[src/rtl/up3_core_p_if.sv]
// up3_core_p_if: memory bus between the UP3 core and its single-port synchronous RAM.
//
// Parameters:
//   DW - data/instruction word width
//   AW - address width
//
// Signals:
//   mem_addr  - RAM address, driven by the core
//   mem_wdata - RAM write data, driven by the core (always the accumulator)
//   mem_we    - RAM write enable, driven by the core
//   mem_q     - RAM read data, driven by the RAM one cycle after the address
//
// Modports:
//   master - the core side
//   slave  - the RAM side
interface up3_core_p_if #(
  parameter int DW = 8,
  parameter int AW = 8
);
  logic [AW-1:0] mem_addr;
  logic [DW-1:0] mem_wdata;
  logic          mem_we;
  logic [DW-1:0] mem_q;

  modport master (
    output mem_addr,
    output mem_wdata,
    output mem_we,
    input  mem_q
  );

  modport slave (
    input  mem_addr,
    input  mem_wdata,
    input  mem_we,
    output mem_q
  );
endinterface

[src/rtl/up3_core_p.sv]
// up3_core_p: parametrised UP3 accumulator CPU (datapath plus control FSM).
//
// Two-word instructions are fetched from an external synchronous RAM with a
// one-cycle read latency. Supports immediate/memory ALU ops, stores, jumps,
// N/Z conditional branches, CALL/RET through an internal return stack, HLT,
// and a run/idle gate.
//
// Parameters:
//   DW          - data/instruction word width (DW >= AW, DW >= 4)
//   AW          - memory address and PC width
//   STACK_DEPTH - return-stack entries (>= 1)
//
// Ports:
//   clk     - system clock, rising edge
//   reset   - asynchronous active-low reset
//   run     - fetch enable, sampled in IDLE and at instruction end
//   mem     - RAM bus (master modport)
//   state   - FSM state: IDLE=0 F1=1 F2=2 F3=3 EX1=4 EX2=5 HALT=6
//   pc      - program counter
//   opcode  - instruction register upper (IRU)
//   value   - instruction register lower (IRL), the operand
//   ac      - accumulator
//   zflg    - zero flag of ac
//   nflg    - negative flag of ac
//   halted  - high while in HALT
//   stk_err - sticky return-stack overflow/underflow error
module up3_core_p #(
  parameter int DW          = 8,
  parameter int AW          = 8,
  parameter int STACK_DEPTH = 4
) (
  input  logic                clk,
  input  logic                reset,
  input  logic                run,
  up3_core_p_if.master        mem,
  output logic [2:0]          state,
  output logic [AW-1:0]       pc,
  output logic [3:0]          opcode,
  output logic [DW-1:0]       value,
  output logic [DW-1:0]       ac,
  output logic                zflg,
  output logic                nflg,
  output logic                halted,
  output logic                stk_err
);

  localparam int SP_W  = $clog2(STACK_DEPTH + 1);
  localparam int IDX_W = (STACK_DEPTH > 1) ? $clog2(STACK_DEPTH) : 1;

  localparam logic [3:0] OP_NOP  = 4'h0;
  localparam logic [3:0] OP_LDI  = 4'h1;
  localparam logic [3:0] OP_LDA  = 4'h2;
  localparam logic [3:0] OP_STA  = 4'h3;
  localparam logic [3:0] OP_ADD  = 4'h4;
  localparam logic [3:0] OP_SUB  = 4'h5;
  localparam logic [3:0] OP_AND  = 4'h6;
  localparam logic [3:0] OP_XOR  = 4'h7;
  localparam logic [3:0] OP_JMP  = 4'h8;
  localparam logic [3:0] OP_JZ   = 4'h9;
  localparam logic [3:0] OP_JN   = 4'hA;
  localparam logic [3:0] OP_CALL = 4'hB;
  localparam logic [3:0] OP_RET  = 4'hC;
  localparam logic [3:0] OP_NOT  = 4'hD;
  localparam logic [3:0] OP_SHL  = 4'hE;
  localparam logic [3:0] OP_HLT  = 4'hF;

  typedef enum logic [2:0] {
    S_IDLE = 3'd0,
    S_F1   = 3'd1,
    S_F2   = 3'd2,
    S_F3   = 3'd3,
    S_EX1  = 3'd4,
    S_EX2  = 3'd5,
    S_HALT = 3'd6
  } state_t;

  state_t cur_state, next_state;

  logic [AW-1:0]   pc_next;
  logic [DW-1:0]   ac_new;
  logic            ac_wr;
  logic            ld_op;
  logic            ld_val;
  logic            push;
  logic            pop;
  logic            set_err;
  logic [SP_W-1:0] sp;
  logic            stk_full;
  logic            stk_empty;
  logic [IDX_W-1:0] push_idx;
  logic [IDX_W-1:0] top_idx;
  logic [AW-1:0]   stack [STACK_DEPTH];
  logic [AW-1:0]   operand_addr;

  assign state        = cur_state;
  assign halted       = (cur_state == S_HALT);
  assign operand_addr = value[AW-1:0];

  // Memory bus: the operand address is presented only during EX1, which is
  // what lets the RAM return the operand in EX2 and accept STA writes.
  assign mem.mem_addr  = (cur_state == S_EX1) ? operand_addr : pc;
  assign mem.mem_we    = (cur_state == S_EX1) && (opcode == OP_STA);
  assign mem.mem_wdata = ac;

  // Stack pointer counts occupied entries; the top entry sits at sp-1.
  assign stk_full  = (sp == SP_W'(STACK_DEPTH));
  assign stk_empty = (sp == '0);
  assign push_idx  = IDX_W'(sp);
  assign top_idx   = IDX_W'(sp - SP_W'(1));

  // Next-state and datapath control decode.
  always_comb begin
    next_state = cur_state;
    pc_next    = pc;
    ac_new     = ac;
    ac_wr      = 1'b0;
    ld_op      = 1'b0;
    ld_val     = 1'b0;
    push       = 1'b0;
    pop        = 1'b0;
    set_err    = 1'b0;
    case (cur_state)
      S_IDLE: begin
        if (run) next_state = S_F1;
      end
      S_F1: begin
        pc_next    = pc + AW'(1);
        next_state = S_F2;
      end
      S_F2: begin
        ld_op      = 1'b1;
        pc_next    = pc + AW'(1);
        next_state = S_F3;
      end
      S_F3: begin
        ld_val     = 1'b1;
        next_state = S_EX1;
      end
      S_EX1: begin
        next_state = run ? S_F1 : S_IDLE;
        case (opcode)
          OP_NOP: ;
          OP_LDI: begin
            ac_new = value;
            ac_wr  = 1'b1;
          end
          OP_LDA, OP_ADD, OP_SUB, OP_AND, OP_XOR: next_state = S_EX2;
          OP_STA: ;
          OP_JMP: pc_next = operand_addr;
          OP_JZ:  if (zflg) pc_next = operand_addr;
          OP_JN:  if (nflg) pc_next = operand_addr;
          OP_CALL: begin
            // pc already points past the operand, so it is the return address.
            if (stk_full) begin
              set_err    = 1'b1;
              next_state = S_HALT;
            end else begin
              push    = 1'b1;
              pc_next = operand_addr;
            end
          end
          OP_RET: begin
            if (stk_empty) begin
              set_err    = 1'b1;
              next_state = S_HALT;
            end else begin
              pop     = 1'b1;
              pc_next = stack[top_idx];
            end
          end
          OP_NOT: begin
            ac_new = ~ac;
            ac_wr  = 1'b1;
          end
          OP_SHL: begin
            ac_new = {ac[DW-2:0], 1'b0};
            ac_wr  = 1'b1;
          end
          OP_HLT: next_state = S_HALT;
          default: ;
        endcase
      end
      S_EX2: begin
        ac_wr      = 1'b1;
        next_state = run ? S_F1 : S_IDLE;
        case (opcode)
          OP_LDA:  ac_new = mem.mem_q;
          OP_ADD:  ac_new = ac + mem.mem_q;
          OP_SUB:  ac_new = ac - mem.mem_q;
          OP_AND:  ac_new = ac & mem.mem_q;
          OP_XOR:  ac_new = ac ^ mem.mem_q;
          default: ac_new = ac;
        endcase
      end
      S_HALT: next_state = S_HALT;
      default: next_state = S_IDLE;
    endcase
  end

  // State and architectural registers; flags always follow the new ac value.
  always_ff @(posedge clk or negedge reset) begin
    if (!reset) begin
      cur_state <= S_IDLE;
      pc        <= '0;
      opcode    <= '0;
      value     <= '0;
      ac        <= '0;
      zflg      <= 1'b1;
      nflg      <= 1'b0;
      stk_err   <= 1'b0;
      sp        <= '0;
    end else begin
      cur_state <= next_state;
      pc        <= pc_next;
      if (ld_op)  opcode <= mem.mem_q[3:0];
      if (ld_val) value  <= mem.mem_q;
      if (ac_wr) begin
        ac   <= ac_new;
        zflg <= (ac_new == '0);
        nflg <= ac_new[DW-1];
      end
      if (push)     sp <= sp + SP_W'(1);
      else if (pop) sp <= sp - SP_W'(1);
      if (set_err) stk_err <= 1'b1;
    end
  end

  // Return-stack storage; contents are meaningless above sp so no reset.
  always_ff @(posedge clk) begin
    if (push) stack[push_idx] <= pc;
  end

endmodule

[src/flat_wrapper.sv]
// flat-port wrapper written by rule: the top's interface ports become plain ports
module up3_core_p_flat 
#(
  parameter int DW          = 8,
  parameter int AW          = 8,
  parameter int STACK_DEPTH = 4
)
  (clk, reset, run, state, pc, opcode, value, ac, zflg, nflg, halted, stk_err, mem_mem_addr, mem_mem_wdata, mem_mem_we, mem_mem_q);
  up3_core_p_if #(.DW(DW), .AW(AW)) mem_i ();
  input  logic clk;
  input  logic reset;
  input  logic run;
  output logic [2:0] state;
  output logic [AW-1:0] pc;
  output logic [3:0] opcode;
  output logic [DW-1:0] value;
  output logic [DW-1:0] ac;
  output logic zflg;
  output logic nflg;
  output logic halted;
  output logic stk_err;
  output wire logic [$bits(mem_i.mem_addr)-1:0] mem_mem_addr;
  output wire logic [$bits(mem_i.mem_wdata)-1:0] mem_mem_wdata;
  output wire logic [$bits(mem_i.mem_we)-1:0] mem_mem_we;
  input wire logic [$bits(mem_i.mem_q)-1:0] mem_mem_q;
  assign mem_mem_addr = mem_i.mem_addr;
  assign mem_mem_wdata = mem_i.mem_wdata;
  assign mem_mem_we = mem_i.mem_we;
  assign mem_i.mem_q = mem_mem_q;
  up3_core_p #(.DW(DW), .AW(AW), .STACK_DEPTH(STACK_DEPTH)) u_core (.clk(clk), .reset(reset), .run(run), .mem(mem_i), .state(state), .pc(pc), .opcode(opcode), .value(value), .ac(ac), .zflg(zflg), .nflg(nflg), .halted(halted), .stk_err(stk_err));
endmodule
[config.mk]
export PLATFORM = sky130hd
export DESIGN_NAME = up3_core_p_flat
export DESIGN_NICKNAME = d
export VERILOG_FILES = /design/src/rtl/up3_core_p_if.sv /design/src/rtl/up3_core_p.sv /design/src/flat_wrapper.sv
export SDC_FILE = /design/constraint.sdc
export NUM_CORES = 1
export LEC_CHECK = 0
export CAP_MARGIN = 0
export CORE_MARGIN = 2
export CORE_UTILIZATION = 56
export DETAILED_ROUTE_END_ITERATION = 7
export PLACE_DENSITY_LB_ADDON = 0.2
export SLEW_MARGIN = 25
export SYNTH_ARGS = -nofsm -noshare
export SYNTH_HDL_FRONTEND = slang
export SYNTH_SLANG_ARGS = --single-unit
[constraint.sdc]
create_clock -name clk -period 4 [get_ports clk]
set_clock_uncertainty 0.15 [all_clocks]
set_input_delay 0.6 -clock clk [delete_from_list [all_inputs] [get_ports clk]]
set_output_delay 0.6 -clock clk [all_outputs]
set_load 0.02 [all_outputs]
==> Word-level counts from Yosys, hierarchy flattened <==
Memory sizes are Yosys's and may differ from the RTL's.
Index checks and enable logic that the tools add are counted.
{ "word_totals": {"memories": 1, "ram_bits": 32, "out_inout_bits": 52, "input_bits": 11, "wordCells": 90, "regBits": 37} }
{ "mem_list": {"columns": ["memory", "words", "width", "read_ports", "rd_clocked_by_memory_dff", "write_ports", "line", "source"], "rows": [
  ["u_core.stack", 4, 8, 1, 0, 1, "up3_core_p.sv:92", "logic [AW-1:0] stack [STACK_DEPTH];"]
]} }
{ "op_classes": {"eq_ne": 28, "addsub": 5, "bitwise": 3, "mux": 34, "reduce_logical": 10} }
{ "ops": {"columns": ["operator", "count"], "rows": [
  ["case mux 8 bit (5 select lines)", 2],
  ["2-to-1 mux 8 bit", 5],
  ["== test 4 bit (second input constant)", 8],
  ["case mux 8 bit (2 select lines)", 2],
  ["case mux 8 bit (3 select lines)", 1],
  ["case mux 3 bit (7 select lines)", 1],
  ["== test 4 x 3 -> 1 bit (second input constant)", 4],
  ["2-to-1 mux 1 bit", 15],
  ["2-to-1 mux 3 bit", 5],
  ["== test 3 bit (second input constant)", 4],
  ["case mux 3 bit (4 select lines)", 1],
  ["adder 8 x 1 -> 8 bit (second input constant)", 1],
  ["adder 8 bit", 1],
  ["bitwise AND 8 bit", 1],
  ["== test 4 x 2 -> 1 bit (second input constant)", 2],
  ["logical NOT 8 bit", 1],
  ["NOT 8 bit", 1],
  ["subtractor 8 bit", 1],
  ["bitwise XOR 8 bit", 1],
  ["== test 3 x 2 -> 1 bit (second input constant)", 2],
  ["logical NOT 3 bit", 2],
  ["inequality test 3 x 2 -> 1 bit (second input constant)", 2],
  ["inequality test 3 bit (second input constant)", 2],
  ["inequality test 6 bit (second input constant)", 1],
  ["12 further kinds", 14]
]} }

==> Longest topological paths before layout <==
{ "depth": {"word_depth": 6, "mapped_depth": 13, "ltp_nobuf": 12} }

==> Least setup slack after synthesis <==
OpenSTA, ideal clock, no wires.
{ "synth_path": {"path_kind": "register -> register", "from": "reg u_core.opcode[1]", "to": "reg u_core.zflg", "arrival_time_ns": 2.962, "t_required_ns": 3.778, "path_stages_with_launch": 13, "n_path_buf": 2, "setup_time_ns": 0.072, "synth_period_minus_slack_ns": 3.184, "slack_ns": 0.816, "path_cell_list": "dfrtp_1 > buf_2 > nor4bb_1 > buf_2 > mux2_2 > fa_1 > xnor2_1 > a221oi_2 > a221oi_1 > a311o_1 > a211oi_2 > nand4_1 > o21ai_1"} }
{ "synth_via": {"elab_chain_len": 4, "word_cells_on_any_way": 15, "cone_classes": "8 x eq/ne; 5 x mux; 2 x reduce/logical"} }
{ "synth_lines": {"columns": ["item", "line", "source"], "rows": [
  ["start: declaration", "up3_core_p.sv:38", "output logic [3:0] opcode,"],
  ["start signal: assignment", "up3_core_p.sv:215", "if (ld_op) opcode <= mem.mem_q[3:0];"],
  ["== test 4 x 3 -> 1 bit (tied with other cells)", "up3_core_p.sv:186", "case (opcode)"],
  ["case mux 8 bit (5 select lines) (tied with other cells)", "up3_core_p.sv:186", null],
  ["case mux 8 bit (2 select lines) or 2-to-1 mux 1 bit (tied branches)", "up3_core_p.sv:122, up3_core_p.sv:141", null],
  ["logical NOT 8 bit or case mux 1 bit (2 select lines) (tied branches)", "up3_core_p.sv:219, up3_core_p.sv:122", null],
  ["end signal: assignment", "up3_core_p.sv:219", "zflg <= (ac_new == '0);"],
  ["end: declaration", "up3_core_p.sv:41", "output logic zflg,"]
]} }
Several ways; a longest one is shown, not always the timed one.
A chain may end at the register's enable or synchronous reset.

==> Worst setup path after layout <==
{ "layout_path": {"from": "reg u_core.cur_state[2], in the netlist u_core.state[2]", "to": "out mem_mem_addr[0]"} }
{ "layout_via": {"elab_chain_len": 2} }
{ "layout_lines": {"columns": ["item", "line", "source"], "rows": [
  ["start: declaration", "up3_core_p.sv:77", "state_t cur_state, next_state;"],
  ["start signal: assignment", "up3_core_p.sv:213", "cur_state <= next_state;"],
  ["== test 3 bit", "up3_core_p.sv:101", "assign mem.mem_addr = (cur_state == S_EX1) ? operand_addr : pc;"],
  ["2-to-1 mux 8 bit", "up3_core_p.sv:101", null],
  ["end: declaration", "flat_wrapper.sv:22", "output wire logic [$bits(mem_i.mem_addr)-1:0] mem_mem_addr;"]
]} }
No other way between the ends.

==> results.py <==
metrics = {
    "die": {
        "dieArea_mm2": 0.00885,
        "coreArea_mm2": 0.00781,
        "ioPinCount": 63,
        "start_util_pct": 58.2,
        "fp-row-count": 32,
        "dieHeight_um": 94.1,
        "fp.dieW_um": 94.1,
    },
    "routing": {
        "drt_pre_antenna_iters": 5,
        "wl_per_cell_um": 20.6,
        "met2WireLength_mm": 5.72,
        "antenna_left": 0,
        "drt-total-wl_mm": 12.7,
        "vias": 3938,
        "drc_errors": 0,
        "vias_per_cell": 6.38,
        "top_layer": "met4",
        "route.met3.wl_mm": 1.19,
        "wl_met1_mm": 5.51,
        "drt_iter0_drc": 387,
    },
    "worst_setup_path": {
        "ff2ff_setup_slack_ns": 0.79,
        "reg2reg_depth": 11,
        "path_cells": "inv_2, or3_1, buf_4, nand2_1, nand2_1, clkdlybuf4s50_1",
        "cpPeakStageDelay_ns": 0.59,
        "critical_path.startpoint": "u_core.state[2]",
        "arrival_ns": 2.61,
        "cp_num_buf_inv": 3,
        "critical-path-top-delay-family": "buffers and inverters",
        "crit_path_top_delay_cell": "or3_1",
        "required_ns": 3.25,
        "crit_path_max_fanout": 15,
        "timing.rr.start": "u_core.opcode[1]",
        "cp.depth": 6,
        "cp-start-kind": "flip-flop",
        "crit_top_cell": "nand2_1",
        "critical_path_class": "flip-flop to output port",
        "reg2reg_to": "u_core.zflg",
        "cp-end-kind": "output port",
        "crit_path_end": "mem_mem_addr[0]",
    },
    "synth": {
        "ys_warn_count": 0,
        "synth-edff-count": 32,
        "ys_ff_latch": 68,
        "syn-num-nets": 496,
        "syn_area_mm2": 0.00454,
        "synth.avg_cell_area_um2": 9.85,
        "ys_types": 74,
        "synthCells": 461,
        "synth-main-ff-cell": "dfrtp_1",
        "ys_async_sr_fraction_pct": 52.9,
        "ys_seq_area_share_pct": 41.0,
    },
    "cts": {
        "cts.clk_slew.worst_paths_ns": 0.08,
        "cts_hold_buf": 0,
        "numCtsBuffers": 9,
        "cts_htree_levels": 3,
        "clkLatencyLatePin_ns": 0.36,
        "cts_resized": 0,
        "cts_tree": "built",
        "post_cts_buffers": 0,
        "cts-root-buf": "clkbuf_8",
        "clock_sinks": 68,
        "cts_max_path_buffers": 2,
    },
    "sta": {
        "rsz0062_at_grt": "false",
        "slew_violations": 0,
        "hold_viol_final": 0,
        "setup_violations": 0,
        "timing.setup.tns_ns": 0,
        "tightest_slew_ns": 0.900,
        "setup_ws_ns": 0.641,
        "slew_headroom_pct": 40.0,
        "period_share_pct": 84.0,
        "max_freq_ghz": 0.298,
        "min_period_ns": 3.36,
    },
    "final_layout": {
        "drive_gt1_share_pct": 12.6,
        "fill_cells": 631,
        "final_nets": 545,
        "area_growth_pct": 19.3,
        "num_antenna_cells": 0,
    },
    "job": {
        "maxCapViolations": 0,
    },
    "power_and_ir_drop": {
        "cell_internal_pwr_mw": 2.60,
        "power_leakage_nw": 2.09,
        "switching_power_mw": 2.23,
        "p_clk_share_pct": 14.6,
        "irDropWorstVdd_mv": 0.433,
        "p_comb_share_pct": 58.2,
        "pwr-share-seq_pct": 27.2,
        "switching_share_pct": 46.2,
        "pwr_density_cell_mw_per_mm2": 891,
    },
    "placement": {
        "place.gp.congestion": 0.950,
        "hpwl_mm": 8.94,
        "numPortBuffers": 62,
        "place_worst_setup_slack_ns": 0.360,
    },
    "global_route": {
        "grt_max_degree": 37,
        "grt_usage_pct": 30.1,
        "grt_pass1_vias": 3715,
        "antenna_found_initial": 0,
        "grt_pass1_wl_mm": 20.0,
        "grt_overflow": 0,
    },
    "outcome": {
        "status": "finished clean",
    },
    "min_path": {
        "hold_path.class": "primary input to async pin",
    },
}
-- cells by family after synthesis --
logic type               count (synthesis)  share of synthesized area (%)
AO/OA/AOI/OAI                          128                           18.8
buffers and inverters                   55                           5.98
adder cells (fa/ha/maj)                 24                           6.78
multiplexers                            28                           8.60
XOR/XNOR                                12                           2.31
AND/OR/NAND/NOR                        146                           16.6
flip-flops                              68                           41.0
-- flip-flops by register name, indices dropped and copies added, names as in the netlist, 3 cells and up --
| name | cells |
|---|---|
| u_core.value | 8 |
| u_core.pc | 8 |
| u_core.ac | 8 |
| u_core.stack | 32 |
| u_core.state | 3 |
| u_core.sp | 3 |
| u_core.opcode | 4 |
-- worst min path at each step --
stage,start,end,slack (ns),cells past startpoint
global placement,u_core.zflg,u_core.zflg,0.35,2
floorplan,reset,u_core.ac[0],0.15,0
global route,reset,u_core.pc[0],0.26,1
detailed placement,u_core.zflg,u_core.zflg,0.35,2
finish,reset,u_core.pc[0],0.21,1
CTS,reset,u_core.pc[0],0.23,1
-- layout by cell type, fill, tap and decap left out, drive strengths merged, types with 9 or more instances in the layout --
cell type / instances
a21oi: 36
buf: 12
clkbuf: 10
clkdlybuf4s50: 61
dfrtp: 35
edfxtp: 32
ha: 23
inv: 20
mux2i: 12
nand2: 52
nor2: 33
nor3: 11
o21ai: 32
xnor2: 9
-- metrics by stage --
stage                     cells  power [mW]  util, %  instance area (um^2)  hold WS [ns]
after floorplan             461        3.12        -                  4540         0.154
after global placement      601        4.01     66.3                  5180         0.349
after detailed placement    601        4.09     66.3                  5180         0.352
after CTS                   617        4.81     69.4                  5420         0.232
after global routing        617        5.11     69.4                  5420         0.259
final                       617        4.83     69.4                  5420         0.214
-- per-layer routing --
| metal | track usage (%) | up-vias |
|---|---|---|
| met4 | 10.0 | 0 |
| met1 | 43.9 | 1885 |
| met3 | 8.19 | 32 |
| li1 | - | 1803 |
| met5 | 0 | - |
| met2 | 43.3 | 218 |
-- power by group through the flow --
stage	Clock [mW]	Sequential (mW)	Combinational (mW)
after global placement	0	1.31	2.70
after CTS	0.712	1.31	2.79
after global routing	0.733	1.34	3.03
after detailed placement	0	1.32	2.77
after floorplan	0	1.38	1.75
final	0.705	1.31	2.81
-- area by class of cell --
cell class | instances | area, um^2 | share of cell area, %
timing repair buffer | 73 | 698 | 12.9
sequential | 68 | 1860 | 34.4
multi-input combinational | 338 | 2410 | 44.5
clock inverter | 6 | 113 | 2.08
inverter | 20 | 75.1 | 1.39
tap | 102 | 128 | 2.36
clock buffer | 10 | 128 | 2.36
-- Yosys cell counts (3+ instances only) --
cell type	count	area (um^2)
or3_1	3	18.8
and3_1	8	50.1
nand4_1	3	18.8
o21ai_1	4	20.0
buf_4	11	82.6
o31ai_1	4	30.0
nand3_1	8	40.0
nor3b_1	3	22.5
nand2b_1	6	37.5
nor2_1	32	120
edfxtp_1	32	961
inv_1	17	63.8
a21oi_1	36	180
buf_1	3	11.3
o22ai_1	7	43.8
nor4_1	3	18.8
clkbuf_1	7	26.3
buf_2	13	65.1
dfrtp_1	35	876
a31oi_1	5	31.3
mux2i_1	12	120
xor2_1	3	26.3
inv_2	3	11.3
nor3_1	9	45.0
a22oi_1	7	52.6
o21ai_0	27	135
nor2b_1	3	18.8
o21a_1	3	22.5
o22a_1	5	43.8
xnor2_1	9	78.8
mux4_2	8	180
mux2_2	8	90.1
and3b_1	3	26.3
nand2_1	52	195
ha_1	23	288
No activity file was read; power rests on OpenSTA's default activity.
==> RTL change 1: new RTL, same flow settings <==
Reset style: synchronous (`reset`), changed in one clocked block. Comments in the files are not updated.
--- a/src/rtl/up3_core_p.sv
+++ b/src/rtl/up3_core_p.sv
@@ -199,5 +199,5 @@
 
   // State and architectural registers; flags always follow the new ac value.
-  always_ff @(posedge clk or negedge reset) begin
+  always_ff @(posedge clk) begin
     if (!reset) begin
       cur_state <= S_IDLE;
Function: differs if reset is asserted again (counterexample within 4 cycles, from zero or initial values and one cycle with reset low); with reset held inactive, the same outputs for 10 cycles.
==> RTL change 1 against the unedited design <==
Via count is 1.0% higher. Design area is 2.9% lower. Wire length is 7.7% lower. Synthesized area is 3.1% lower. Setup slack worse by 100 ps. Sequential cell count stayed put. Critical path type unchanged. Critical endpoint is now mem_mem_addr[2]. Highest routed layer unchanged.
Power is not compared: it rests on default switching activity, and its combinational part moved more than twofold at a synthesized area within 25%.
==> RTL change 1: results (changes against the unedited design) <==
Parameter                              Value

Placement
  Setup Slack @ Placement    282 ps (was 360 ps)
  Cell count after placement    619 (was 601)
  Instance area at placement    0.00504 sq mm (was 0.00518 sq mm)

Layout
  Layout buffering overhead excluding clock cells    13.4% (was 12.9%)
  Sequential standard cell area    0.00168 sq mm (was 0.00186 sq mm)
  Non-filler instance count after layout    635 (was 617)
  Clock-cell share of area    4.23% (was 4.43%)
  Number of ordinary inverters in the final layout    16 (was 20)
  Share of layout cells above drive strength 1    9.57% (was 12.6%)
  Fraction of area in multi-input gates    46.9% (was 44.5%)
  Area of the multi-input gates    0.00247 sq mm (was 0.00241 sq mm)
  Fillers    647 (was 631)

Setup path
  Worst R2R Setup Slack    680 ps (was 790 ps)
  Worst endpoint data arrival time    2710 ps (was 2610 ps)
  Critical path launch point    u_core.state[0]$_SDFFE_PN0P_ (was u_core.state[2]$_DFFE_PN0P_)
  FF-to-FF Start    u_core.opcode[1]$_SDFFE_PN0P_ (was u_core.opcode[1]$_DFFE_PN0P_)
  Slowest-stage cell, CP    sky130_fd_sc_hd__nand2_1 (was sky130_fd_sc_hd__or3_1)
  Capture point of the critical path    mem_mem_addr[2] (was mem_mem_addr[0])
  Endpoint of the most critical register-to-register path    u_core.zflg$_SDFFE_PN1P_ (was u_core.zflg$_DFFE_PN1P_)
  Cell family with most CP delay    simple AND/OR/NAND/NOR gates (was buffers and inverters)
  Critical Path Fanout Max    23 (was 15)
  Worst Reg2Reg Path Length in Cells    12 (was 11)

Global route
  Via count of the first global-routing pass    3,666 (was 3,715)
  Tot GR Track Use    28.1% (was 30.1%)
  First-pass GRT wire length    18,900 microns (was 20,000 microns)

Synthesis
  Fraction of registers with async set or reset after synthesis    0% (was 52.9%)
  Share of synthesized area occupied by flip-flops and latches    38.2% (was 41.0%)
  Xor and xnor fraction of the mapped netlist area    3.16% (was 2.31%)
  Count of different cell masters after synthesis    67 (was 74)
  Top_reg_cell synth    sky130_fd_sc_hd__dfxtp_1 (was sky130_fd_sc_hd__dfrtp_1)
  Cells after synthesis    482 (was 461)
  Multiplexer fraction of the synthesized cell area    8.44% (was 8.60%)
  Commonest cells post-synth    62 x sky130_fd_sc_hd__nor2_1, 39 x sky130_fd_sc_hd__nand2_1, 37 x sky130_fd_sc_hd__a21oi_1 (was 52 x sky130_fd_sc_hd__nand2_1, 36 x sky130_fd_sc_hd__a21oi_1, 35 x sky130_fd_sc_hd__dfrtp_1)
  Main area contributors after synthesis    sky130_fd_sc_hd__edfxtp_1 22%, sky130_fd_sc_hd__dfxtp_1 16%, sky130_fd_sc_hd__ha_1 6.5% (was sky130_fd_sc_hd__edfxtp_1 21%, sky130_fd_sc_hd__dfrtp_1 19%, sky130_fd_sc_hd__ha_1 6.3%)
  Synth Net Count    517 (was 496)

Detailed routing
  Final routed wire length divided by cell count    18.5 microns (was 20.6 microns)
  Starting DRC count in detailed routing    365 (was 387)

Status
  Status    finished clean (unchanged)

Min path
  Class of the tightest hold or removal check    register to register (was input port to async pin)

STA
  Hold slack final    359 ps (was 214 ps)
  Max Fclk    289 MHz (was 298 MHz)
==> RTL change 1: cell count changes after synthesis, moves of 5 or more <==
cell	delta
sky130_fd_sc_hd__mux2i_1	+6
sky130_fd_sc_hd__clkbuf_1	+8
sky130_fd_sc_hd__buf_2	-5
sky130_fd_sc_hd__dfrtp_1	-35
sky130_fd_sc_hd__o22a_1	-5
sky130_fd_sc_hd__dfxtp_1	+36
sky130_fd_sc_hd__nand2_1	-13
sky130_fd_sc_hd__nor2_1	+30
sky130_fd_sc_hd__mux2_2	-7
sky130_fd_sc_hd__a22oi_1	+5
==> RTL change 1: layer usage <==
| metal | global-route usage, % | routed length [microns] | up-vias |
|---|---|---|---|
| li1 | - | - | 1861 |
| met3 | 5.13 | 989 | 24 |
| met2 | 44.1 | 5450 | 197 |
| met1 | 39.7 | 5080 | 1896 |
| met4 | 9.19 | 214 | 0 |
| met5 | 0 | 0 | - |
==> RTL change 2: new RTL, config.mk and constraints unchanged <==
Without the edit above. `STACK_DEPTH` is set to 4 in 2 places; all go to 8.
--- a/src/rtl/up3_core_p.sv
+++ b/src/rtl/up3_core_p.sv
@@ -28,5 +28,5 @@
   parameter int DW          = 8,
   parameter int AW          = 8,
-  parameter int STACK_DEPTH = 4
+  parameter int STACK_DEPTH = 8
 ) (
   input  logic                clk,
--- a/src/flat_wrapper.sv
+++ b/src/flat_wrapper.sv
@@ -4,5 +4,5 @@
   parameter int DW          = 8,
   parameter int AW          = 8,
-  parameter int STACK_DEPTH = 4
+  parameter int STACK_DEPTH = 8
 )
   (clk, reset, run, state, pc, opcode, value, ac, zflg, nflg, halted, stk_err, mem_mem_addr, mem_mem_wdata, mem_mem_we, mem_mem_q);
Formal check against the unedited RTL: no difference found for any inputs over 10 cycles, from zero or initial values and one cycle with reset low; that may be too few to reach the edited logic, so the function may still have changed.
==> RTL change 2 against the unedited design <==
Synthesized cell count grew 8.0%. Core utilization shrank 2.7 points. First-iteration DRC count shrank 37%. Power grew 5.4%. Wire length grew 3.9%. Sequential cell count grew 33. Setup slack lost 310 ps. Design area grew 20%. Fmax shrank 8.5%. Count of clock-buffer cells in the layout grew 1. Critical endpoint is now u_core.zflg$_DFFE_PN1P_. Hold slack lost 13 ps. Die area grew 23%. Synthesized area grew 24%.
==> RTL change 2: results (changes against the unedited design) <==
Parameter                              Value

Status
  Status    finished clean (unchanged)

Layout
  Register with the most flip-flops    u_core.stack (unchanged)
  Number of nets in the finished design    585 (was 545)
  Share of layout cells above drive strength 1    11.8% (was 12.6%)
  Fillers    769 (was 631)
  Largest register FFs    64 (was 32)

Synthesis
  Yosys warning count    0 (unchanged)
  Share of synthesized area occupied by flip-flops and latches    50.7% (was 41.0%)
  Synth Net Count    529 (was 496)
  Number of enable flip-flop cells after synthesis    64 (was 32)
  Main area contributors after synthesis    sky130_fd_sc_hd__edfxtp_1 34%, sky130_fd_sc_hd__dfrtp_1 16%, sky130_fd_sc_hd__mux4_2 6.4% (was sky130_fd_sc_hd__edfxtp_1 21%, sky130_fd_sc_hd__dfrtp_1 19%, sky130_fd_sc_hd__ha_1 6.3%)
  Commonest cells post-synth    64 x sky130_fd_sc_hd__edfxtp_1, 63 x sky130_fd_sc_hd__nand2_1, 37 x sky130_fd_sc_hd__o21ai_0 (was 52 x sky130_fd_sc_hd__nand2_1, 36 x sky130_fd_sc_hd__a21oi_1, 35 x sky130_fd_sc_hd__dfrtp_1)
  Count of different cell masters after synthesis    64 (was 74)
  Fraction of registers with async set or reset after synthesis    36.6% (was 52.9%)

Detailed routing
  Count of vias placed by the detailed router    4,166 (was 3,938)
  Total detailed-routing wirelength    13,200 microns (was 12,700 microns)
  Starting DRC count in detailed routing    245 (was 387)

Setup path
  Maximum cell stage delay along the critical path    500 ps (was 590 ps)
  Worst R2R Setup Slack    330 ps (was 790 ps)
  Slowest-stage cell, CP    sky130_fd_sc_hd__fa_1 (was sky130_fd_sc_hd__or3_1)
  Worst endpoint data arrival time    3790 ps (was 2610 ps)
  Critical Path Fanout Max    4 (was 15)
  Cell family with most CP delay    simple AND/OR/NAND/NOR gates (was buffers and inverters)

Global route
  First-pass GRT wire length    21,300 microns (was 20,000 microns)
  Via count of the first global-routing pass    4,129 (was 3,715)
  Pin count of the biggest net entering global routing    38 (was 37)
  Antenna violations before repair    0 (unchanged)
  Tot GR Track Use    25.1% (was 30.1%)

STA
  Tightest slew margin relative to the limit    36.8% (was 40.0%)

Placement
  Instance area at placement    0.00635 sq mm (was 0.00518 sq mm)
  Last weighted congestion value of the routability-driven placer    0.966 (was 0.950)
  Dpl hpwl    9410 microns (was 8940 microns)

Min path
  Class of the tightest hold or removal check    input port to async pin (unchanged)

Clock network
  H-tree Lvls    3 (unchanged)

Power and ir drop
  Max IR drop VDD    0.467 mV (was 0.433 mV)
  Static Leak    2.46 nW (was 2.09 nW)
==> RTL change 2: per-layer routing <==
metal | track usage (%) | up-vias | part of all wire (%)
li1 | - | 1976 | -
met1 | 31.9 | 2031 | 42
met2 | 43.8 | 133 | 51
met3 | 2.88 | 26 | 4.2
met4 | 10.5 | 0 | 2.8
met5 | 0 | - | 0
==> RTL change 2: worst max path at each step <==
stage / startpoint / to / slack [ps] / cells past startpoint
final: u_core.opcode[1]$_DFFE_PN0P_ / u_core.zflg$_DFFE_PN1P_ / 330 / 11
after global routing: u_core.opcode[1]$_DFFE_PN0P_ / u_core.zflg$_DFFE_PN1P_ / 130 / 11
after CTS: u_core.opcode[1]$_DFFE_PN0P_ / u_core.zflg$_DFFE_PN1P_ / 330 / 11
after detailed placement: mem_mem_q[0] / u_core.zflg$_DFFE_PN1P_ / 10 / 12
after global placement: mem_mem_q[0] / u_core.zflg$_DFFE_PN1P_ / 30 / 12
after floorplan: u_core.opcode[2]$_DFFE_PN0P_ / u_core.zflg$_DFFE_PN1P_ / 90 / 12
==> RTL change 2: layout make-up <==
| type | instances | area share, % |
|---|---|---|
| timing repair buffer | 81 | 11.6 |
| sequential | 101 | 43.7 |
| inverter | 12 | 0.691 |
| tap | 133 | 2.55 |
| clock inverter | 5 | 0.538 |
| multi-input combinational | 349 | 38.8 |
| clock buffer | 11 | 2.02 |
==> RTL change 2: metrics by stage <==
step           util, %  hold slack (ps)  std cells  power [mW]
5_1_grt           66.7              253        692        5.41
2_1_floorplan        -              154        498        3.54
6_report          66.7              201        692        5.09
4_1_cts           66.7              203        692        5.09
3_5_place_dp      65.0              315        676        4.50
3_3_place_gp      65.0              314        676        4.43
==> RTL change 2: kinds of logic after synthesis <==
logic type / after synthesis / synth area share (%)
AND/OR/NAND/NOR: 158 / 13.4
AO/OA/AOI/OAI: 116 / 13.8
flip-flops: 101 / 50.7
buffers and inverters: 48 / 4.25
multiplexers: 38 / 10.5
adder cells (fa/ha/maj): 20 / 4.59
XOR/XNOR: 17 / 2.65
==> RTL change 2: where the power goes <==
part | internal (mW) | leakage [nW] | total [mW] | switching (mW)
Combinational | 1.21 | 1.35 | 2.73 | 1.52
Clock | 0.230 | 0.0841 | 0.587 | 0.357
Sequential | 1.39 | 1.03 | 1.77 | 0.382
